**config.mk**
```make
export PLATFORM = sky130hd
export DESIGN_NAME = div_unit
export DESIGN_NICKNAME = d
export VERILOG_FILES = /design/src/rtl/div_unit.sv
export SDC_FILE = /design/constraint.sdc
export NUM_CORES = 1
export LEC_CHECK = 0
export BUFFER_PORTS_ARGS = -buffer_cell sky130_fd_sc_hd__buf_2
export CORE_UTILIZATION = 40
export CTS_CLUSTER_SIZE = 30
export DETAILED_ROUTE_END_ITERATION = 8
export GPL_ROUTABILITY_DRIVEN = 0
export PLACE_DENSITY = 0.56
export REMOVE_ABC_BUFFERS = 1
export SLEW_MARGIN = 10
export SYNTH_ARGS = -nofsm -noshare
export SYNTH_HDL_FRONTEND = slang
export SYNTH_SLANG_ARGS = --single-unit
```
**constraint.sdc**
```tcl
create_clock -name clk -period 12.35 [get_ports clk]
set_clock_uncertainty 0.05 [all_clocks]
set_input_delay 2.47 -clock clk [delete_from_list [all_inputs] [get_ports clk]]
set_output_delay 2.47 -clock clk [all_outputs]
set_load 0.02 [all_outputs]
```
**src/rtl/div_unit.sv**
```systemverilog
// Iterative radix-2 restoring divider for MIPS DIV/DIVU.
// Quotient goes to lo_o and remainder to hi_o. done is a one-cycle write strobe.
module div_unit #(
    parameter int WIDTH = 32
) (
    input  logic             clk,
    input  logic             rst,
    input  logic             start,
    input  logic             signed_div,
    input  logic [WIDTH-1:0] a,
    input  logic [WIDTH-1:0] b,
    input  logic             cancel,
    output logic             busy,
    output logic             done,
    output logic [WIDTH-1:0] hi_o,
    output logic [WIDTH-1:0] lo_o
);

    localparam int CW = (WIDTH > 1) ? $clog2(WIDTH) : 1;

    typedef enum logic [1:0] {
        IDLE = 2'd0,
        BUSY = 2'd1,
        DONE = 2'd2
    } state_e;

    state_e           state_q, state_d;
    logic [CW-1:0]    counter_q, counter_d;
    logic [WIDTH-1:0] rem_q, rem_d;       // partial remainder, always < divisor
    logic [WIDTH-1:0] quo_q, quo_d;       // dividend bits shift out, quotient bits shift in
    logic [WIDTH-1:0] dvs_q, dvs_d;       // divisor magnitude
    logic             neg_quo_q, neg_quo_d;
    logic             neg_rem_q, neg_rem_d;
    logic [WIDTH-1:0] hi_q, hi_d;
    logic [WIDTH-1:0] lo_q, lo_d;

    logic [WIDTH:0]   rem_shift;
    logic [WIDTH:0]   rem_trial;
    logic             take;
    logic [WIDTH-1:0] rem_next;
    logic [WIDTH-1:0] quo_next;
    logic [WIDTH-1:0] a_abs;
    logic [WIDTH-1:0] b_abs;

    // Next-state, datapath iteration and result write-back.
    always_comb begin
        // NOTE: every signal gets a default before any branch, so no path can leave one unassigned and infer a latch.
        state_d   = state_q;
        counter_d = counter_q;
        rem_d     = rem_q;
        quo_d     = quo_q;
        dvs_d     = dvs_q;
        neg_quo_d = neg_quo_q;
        neg_rem_d = neg_rem_q;
        hi_d      = hi_q;
        lo_d      = lo_q;

        // One restoring step. The remainder is widened to WIDTH+1 bits. Because rem < divisor,
        // the trial difference is negative exactly when its top bit is set, so that bit is the borrow.
        rem_shift = {rem_q, quo_q[WIDTH-1]};
        rem_trial = rem_shift - {1'b0, dvs_q};
        take      = ~rem_trial[WIDTH];
        rem_next  = take ? rem_trial[WIDTH-1:0] : rem_shift[WIDTH-1:0];
        quo_next  = {quo_q[WIDTH-2:0], take};

        a_abs = (signed_div && a[WIDTH-1]) ? -a : a;
        b_abs = (signed_div && b[WIDTH-1]) ? -b : b;

        unique case (state_q)
            IDLE: begin
                if (start) begin
                    if (b == '0) begin
                        // Divide by zero: no iteration, fixed architectural result.
                        lo_d    = '1;
                        hi_d    = a;
                        state_d = DONE;
                    end else begin
                        rem_d     = '0;
                        quo_d     = a_abs;
                        dvs_d     = b_abs;
                        neg_quo_d = signed_div & (a[WIDTH-1] ^ b[WIDTH-1]);
                        neg_rem_d = signed_div & a[WIDTH-1];
                        counter_d = '0;
                        state_d   = BUSY;
                    end
                end
            end
            BUSY: begin
                rem_d     = rem_next;
                quo_d     = quo_next;
                counter_d = counter_q + 1'b1;
                if (counter_q == CW'(WIDTH - 1)) begin
                    lo_d    = neg_quo_q ? -quo_next : quo_next;
                    hi_d    = neg_rem_q ? -rem_next : rem_next;
                    state_d = DONE;
                end
            end
            DONE: begin
                state_d = IDLE;
            end
            default: begin
                state_d = IDLE;
            end
        endcase

        // Flush/exception: drop everything in flight and keep the previous results.
        if (cancel) begin
            state_d = IDLE;
            hi_d    = hi_q;
            lo_d    = lo_q;
        end
    end

    // State and datapath registers, synchronous active-high reset.
    always_ff @(posedge clk) begin
        // NOTE: non-blocking assignments make all flops update from the same pre-edge values.
        if (rst) begin
            state_q   <= IDLE;
            counter_q <= '0;
            rem_q     <= '0;
            quo_q     <= '0;
            dvs_q     <= '0;
            neg_quo_q <= 1'b0;
            neg_rem_q <= 1'b0;
            hi_q      <= '0;
            lo_q      <= '0;
        end else begin
            state_q   <= state_d;
            counter_q <= counter_d;
            rem_q     <= rem_d;
            quo_q     <= quo_d;
            dvs_q     <= dvs_d;
            neg_quo_q <= neg_quo_d;
            neg_rem_q <= neg_rem_d;
            hi_q      <= hi_d;
            lo_q      <= lo_d;
        end
    end

    assign busy = (state_q == BUSY);
    assign done = (state_q == DONE);
    assign hi_o = hi_q;
    assign lo_o = lo_q;

endmodule
```
After elaboration in Yosys (flattened, before gate mapping)
Cells that the tools add are included.
{ "op_classes": {"addsub": 6, "mul": 0, "div_mod_pow": 0, "order_cmp": 0, "eq_ne": 7, "shifts": 0, "muxes": 26, "bitwise": 6, "n_reduce_logical": 10} }
{ "op_table": {"columns": ["op", "count"], "rows": [
  ["32-bit two-way mux", 15],
  ["32-bit one-hot mux with 2 select lines", 4],
  ["32-bit negator", 4],
  ["33-bit by 32-bit subtractor with 33-bit output", 1],
  ["32-bit zero test", 1],
  ["5-bit two-way mux", 2],
  ["5-bit one-hot mux with 2 select lines", 1],
  ["2-bit two-way mux", 3],
  ["2-bit != test, second input constant", 3],
  ["3-bit AND reduction", 2],
  ["5-bit by 1-bit adder with 5-bit output, second input constant", 1],
  ["5-bit equality test, second input constant", 1],
  ["5-bit AND reduction", 1],
  ["2-bit one-hot mux with 2 select lines", 1],
  ["1-bit inverter", 3],
  ["1-bit bitwise AND", 2],
  ["2-bit by 1-bit equality test with 1-bit output, second input constant", 1],
  ["2-bit equality test, second input constant", 1],
  ["1-bit logical AND", 2],
  ["2-bit zero test", 1],
  ["2-bit by 1-bit != test with 1-bit output, second input constant", 1],
  ["2-bit AND reduction", 1],
  ["2-bit nonzero test", 1],
  ["2-bit OR reduction", 1],
  ["1-bit bitwise XOR", 1]
]} }
{ "word_totals": {"reg_bits": 169, "latchBits": 0, "mem_bits_rw": 0, "mem_bits_ro": 0, "input_bits": 69, "out_inout_bits": 66, "word_cells": 64, "n_memories": 0} }

Logic depth before layout (Yosys ltp)
{ "depth": {"ltp_word": 6, "mapped_depth": 22, "ltp_nobuf": 19} }

Least setup slack after synthesis
OpenSTA, ideal clock, no wires.
{ "synth_timing": {"path_type": "input-to-reg", "start": "input port b[8]", "end": "register hi_q[1] (netlist: hi_o[1])", "setup_time_ns": 0.078, "t_arrival_ns": 5.240, "t_required_ns": 12.222, "path_slack_ns": 6.982, "path_stages": 10, "n_path_buf": 2, "path_cell_list": "or4_1 nor3_1 nor4b_2 and3b_1 nand4_1 a211oi_2 clkbuf_1 buf_1 nor2_1 nor3_1"} }
{ "synth_between": {"elab_chain_len": 3} }
{ "synth_lines": {"columns": ["element", "line_no", "source"], "rows": [
  ["from (decl)", "11", "input logic [WIDTH-1:0] b,"],
  ["32-bit zero test", "72", "if (b == '0) begin"],
  ["2-bit != test (no source line)", null, null],
  ["5-bit AND reduction (no source line)", null, null],
  ["to (signal assigned)", "135", "hi_q <= hi_d;"],
  ["to (decl)", "34", "logic [WIDTH-1:0] hi_q, hi_d;"]
]} }
No other way between the ends.
A chain may end at the register's enable or synchronous reset.

Worst setup path after layout
{ "layout_timing": {"start": "input port b[4]", "end": "register hi_q[18] (netlist: hi_o[18])"} }
Same word-level chain as after synthesis.

==> metrics.txt <==
status finished, final reports clean; Placed Instance Area 12,400 sq um; antenna violations before repair 0; Die Wd 172 um; Final Hold Fails 0; site row count 61; Root Buffer clkbuf_16; die area 29,500 sq um; MaxCap Viol Count 0; PD cells 105 nW/um^2; Pleak 5.18 nW; Synth cell types 77; CP Launch Type input port; fmax 0.157 GHz; Layout Cells excl Fill 1,990; CTS H-tree depth 4; CTS tree done; cell area after layout 13,000 sq um; Most used DFF post-synth dfxtp_1; Hold Crit Class register to register; synth warn 0; crit-path max FO 90; fin crit share 51.6%; Worst-Skew Late Latency 0.43 ns; GR Util met1 31.4%; WP data required 12.65 ns; vias 11,100; Worst Path Arrival 6.67 ns; # diodes 0; die span in y 172 um; GRT Util Overall 22.9%; IO Count 135; Max Slew Vio Count 0; Detailed Route WL 33,800 um; layout cells sized above 1 13.2%; Clock Sink Count 169; clock-pin slew on the worst setup and hold paths 0.08 ns; setup repair bufs after CTS 0; register area share after synthesis 29.3%; CP Class input port to register; initial core utilization 41.1%; first drt pass iteration count 5; Vias/cell 5.55; Core ar. 28,100 sq um; Synth Instances 1,533; CTS Buffer Depth 2; PortBufs 134; DP HPWL 24,500 um; drt initial violations 672; VDD IR-drop max 0.0972 mV; share of synthesized registers carrying an async set or reset 0%; first-pass GRT wire length 53,700 um; met3 usage 2.12%; min Tclk post-route 6.37 ns; Synth-to-Final Area Change 12.7%; Post-Syn Area 11,500 sq um; number of gates resized after CTS 0; GRT overflow 0; Slew @ Worst Pin 1.12 ns; Routed Antenna Nets 0; Routed WL per cell 17.0 um; CTS Hold Bufs 0; cts bufs inserted 17; setup TNS 0 ns; placed insts 1,958; Crit. End Element register; GRT Max-Usage Layer met2; Slew HR 25.3%; number of synthesized flops with an enable pin 0; number of remaining DRC errors 0; RSZ-0062 raised after global routing false; Mean Syn Cell Area 7.53 sq um; Min Hold Slack 0.407 ns; vias in the first global route 10,100; Setup-failing EPs final 0; post-synthesis register bit count 169; fin nets 1,707; M2 GR Usage 37.7%; largest net degree at the start of global routing 91
## stage by stage
| step | setup WS [ns] | total power [W] | utilization, % |
|---|---|---|---|
| floorplan | 4.58 | 0.000759 | - |
| global placement | 5.51 | 0.000836 | 44.2 |
| detailed placement | 5.47 | 0.000839 | 44.2 |
| CTS | 5.93 | 0.00138 | 46.3 |
| global route | 5.51 | 0.00143 | 46.3 |
| finish | 5.98 | 0.00137 | 46.3 |
## registers in the layout, summed over array words and instances (netlist names)
register   cells
neg_rem_q      1
counter_q      5
state_q        2
hi_o          32
rem_q         32
neg_quo_q      1
lo_o          32
quo_q         32
dvs_q         32
## per-layer routing
layer  routed length (um)  part of all wire [%]
met5                    0                     0
met4                  629                   1.9
met3                 1220                   3.6
met1                16600                    49
met2                15300                    45
## final cells by class
class,count,area [sq um]
fill,2977,15100
multi-input combinational,1212,7590
sequential,169,3380
timing repair buffer,145,756
tap,378,473
clock buffer,18,439
inverter,54,203
clock inverter,14,149
## cell usage in the layout (no fill, tap or decap), types with 5 or more instances in the layout
cell and instances:
inv_1 52, o31ai_1 19, nand2b_1 9, buf_4 12, dfxtp_1 169, clkbuf_16 17
and3_1 9, nor2b_1 7, o41ai_1 17, nand2_1 121, inv_8 5, nor3_1 46
a22oi_1 15, o21ai_1 7, nand3_1 21, a31oi_1 16, xnor2_1 66, o22ai_1 6
a311oi_1 20, o211ai_1 12, a211o_1 6, a211oi_1 67, or2_2 5, buf_2 133
nand4_1 10, ha_1 38, nor4_1 16, or3_1 16, mux2i_1 20, o21ai_0 88
a21oi_1 140, nand3b_1 5, o21a_1 8, or4_1 10, xor2_1 73, a221oi_1 10
and2_1 14, nor2_1 230
## kinds of logic (layout without fill, tap and decap cells)
group	after synthesis	after routing	share of synthesized area, %
AOI/OAI and AO/OA	473	473	27.3
buffers and inverters	152	231	5.02
adders and majority gates	39	39	4.30
DFF	169	169	29.3
and+or+nand+nor	536	536	21.3
muxes	25	25	2.26
xor gates and xnor gates	139	139	10.6
## synth_stat cells (all sizes together) (20+ instances only)
cell type	number	area, sq um
xor2	73	639
nor3	47	240
o31ai	20	155
a211oi	68	515
clkbuf	79	297
nand2	122	460
mux2i	20	200
inv	54	203
xnor2	66	578
a21oi	141	717
nor2	232	878
o21ai	95	475
a311oi	20	175
dfxtp	169	3380
nand3	21	105
ha	38	475
## power breakdown
part	internal, W	switching (W)
clock	0.000276	0.000262
sequential	0.000563	0.0000167
combinational	0.0000894	0.000158
total	0.000929	0.000437
## critical path, stage by stage
cell and delay (ns):
buf_2 0.12, nor4_1 0.43, nand3b_1 0.28, nor3_1 0.36, nor4b_2 0.49, and3b_1 0.40, nand4_1 0.22, a211oi_4 0.27
buf_4 0.67, nand2_1 0.34, or3_1 0.44, a31oi_1 0.15
## worst paths after layout
| kind | from | endpoint | slack, ns | cells after the start |
|---|---|---|---|---|
| setup / recovery | b[4] | hi_o[18] | 5.98 | 12 |
| hold / removal | dvs_q[31] | dvs_q[31] | 0.41 | 2 |
| hold reg to reg | dvs_q[31] | dvs_q[31] | 0.41 | 2 |
| setup reg to reg | quo_q[31] | hi_o[26] | 6.68 | 19 |
No activity file was read; power rests on OpenSTA's default activity.
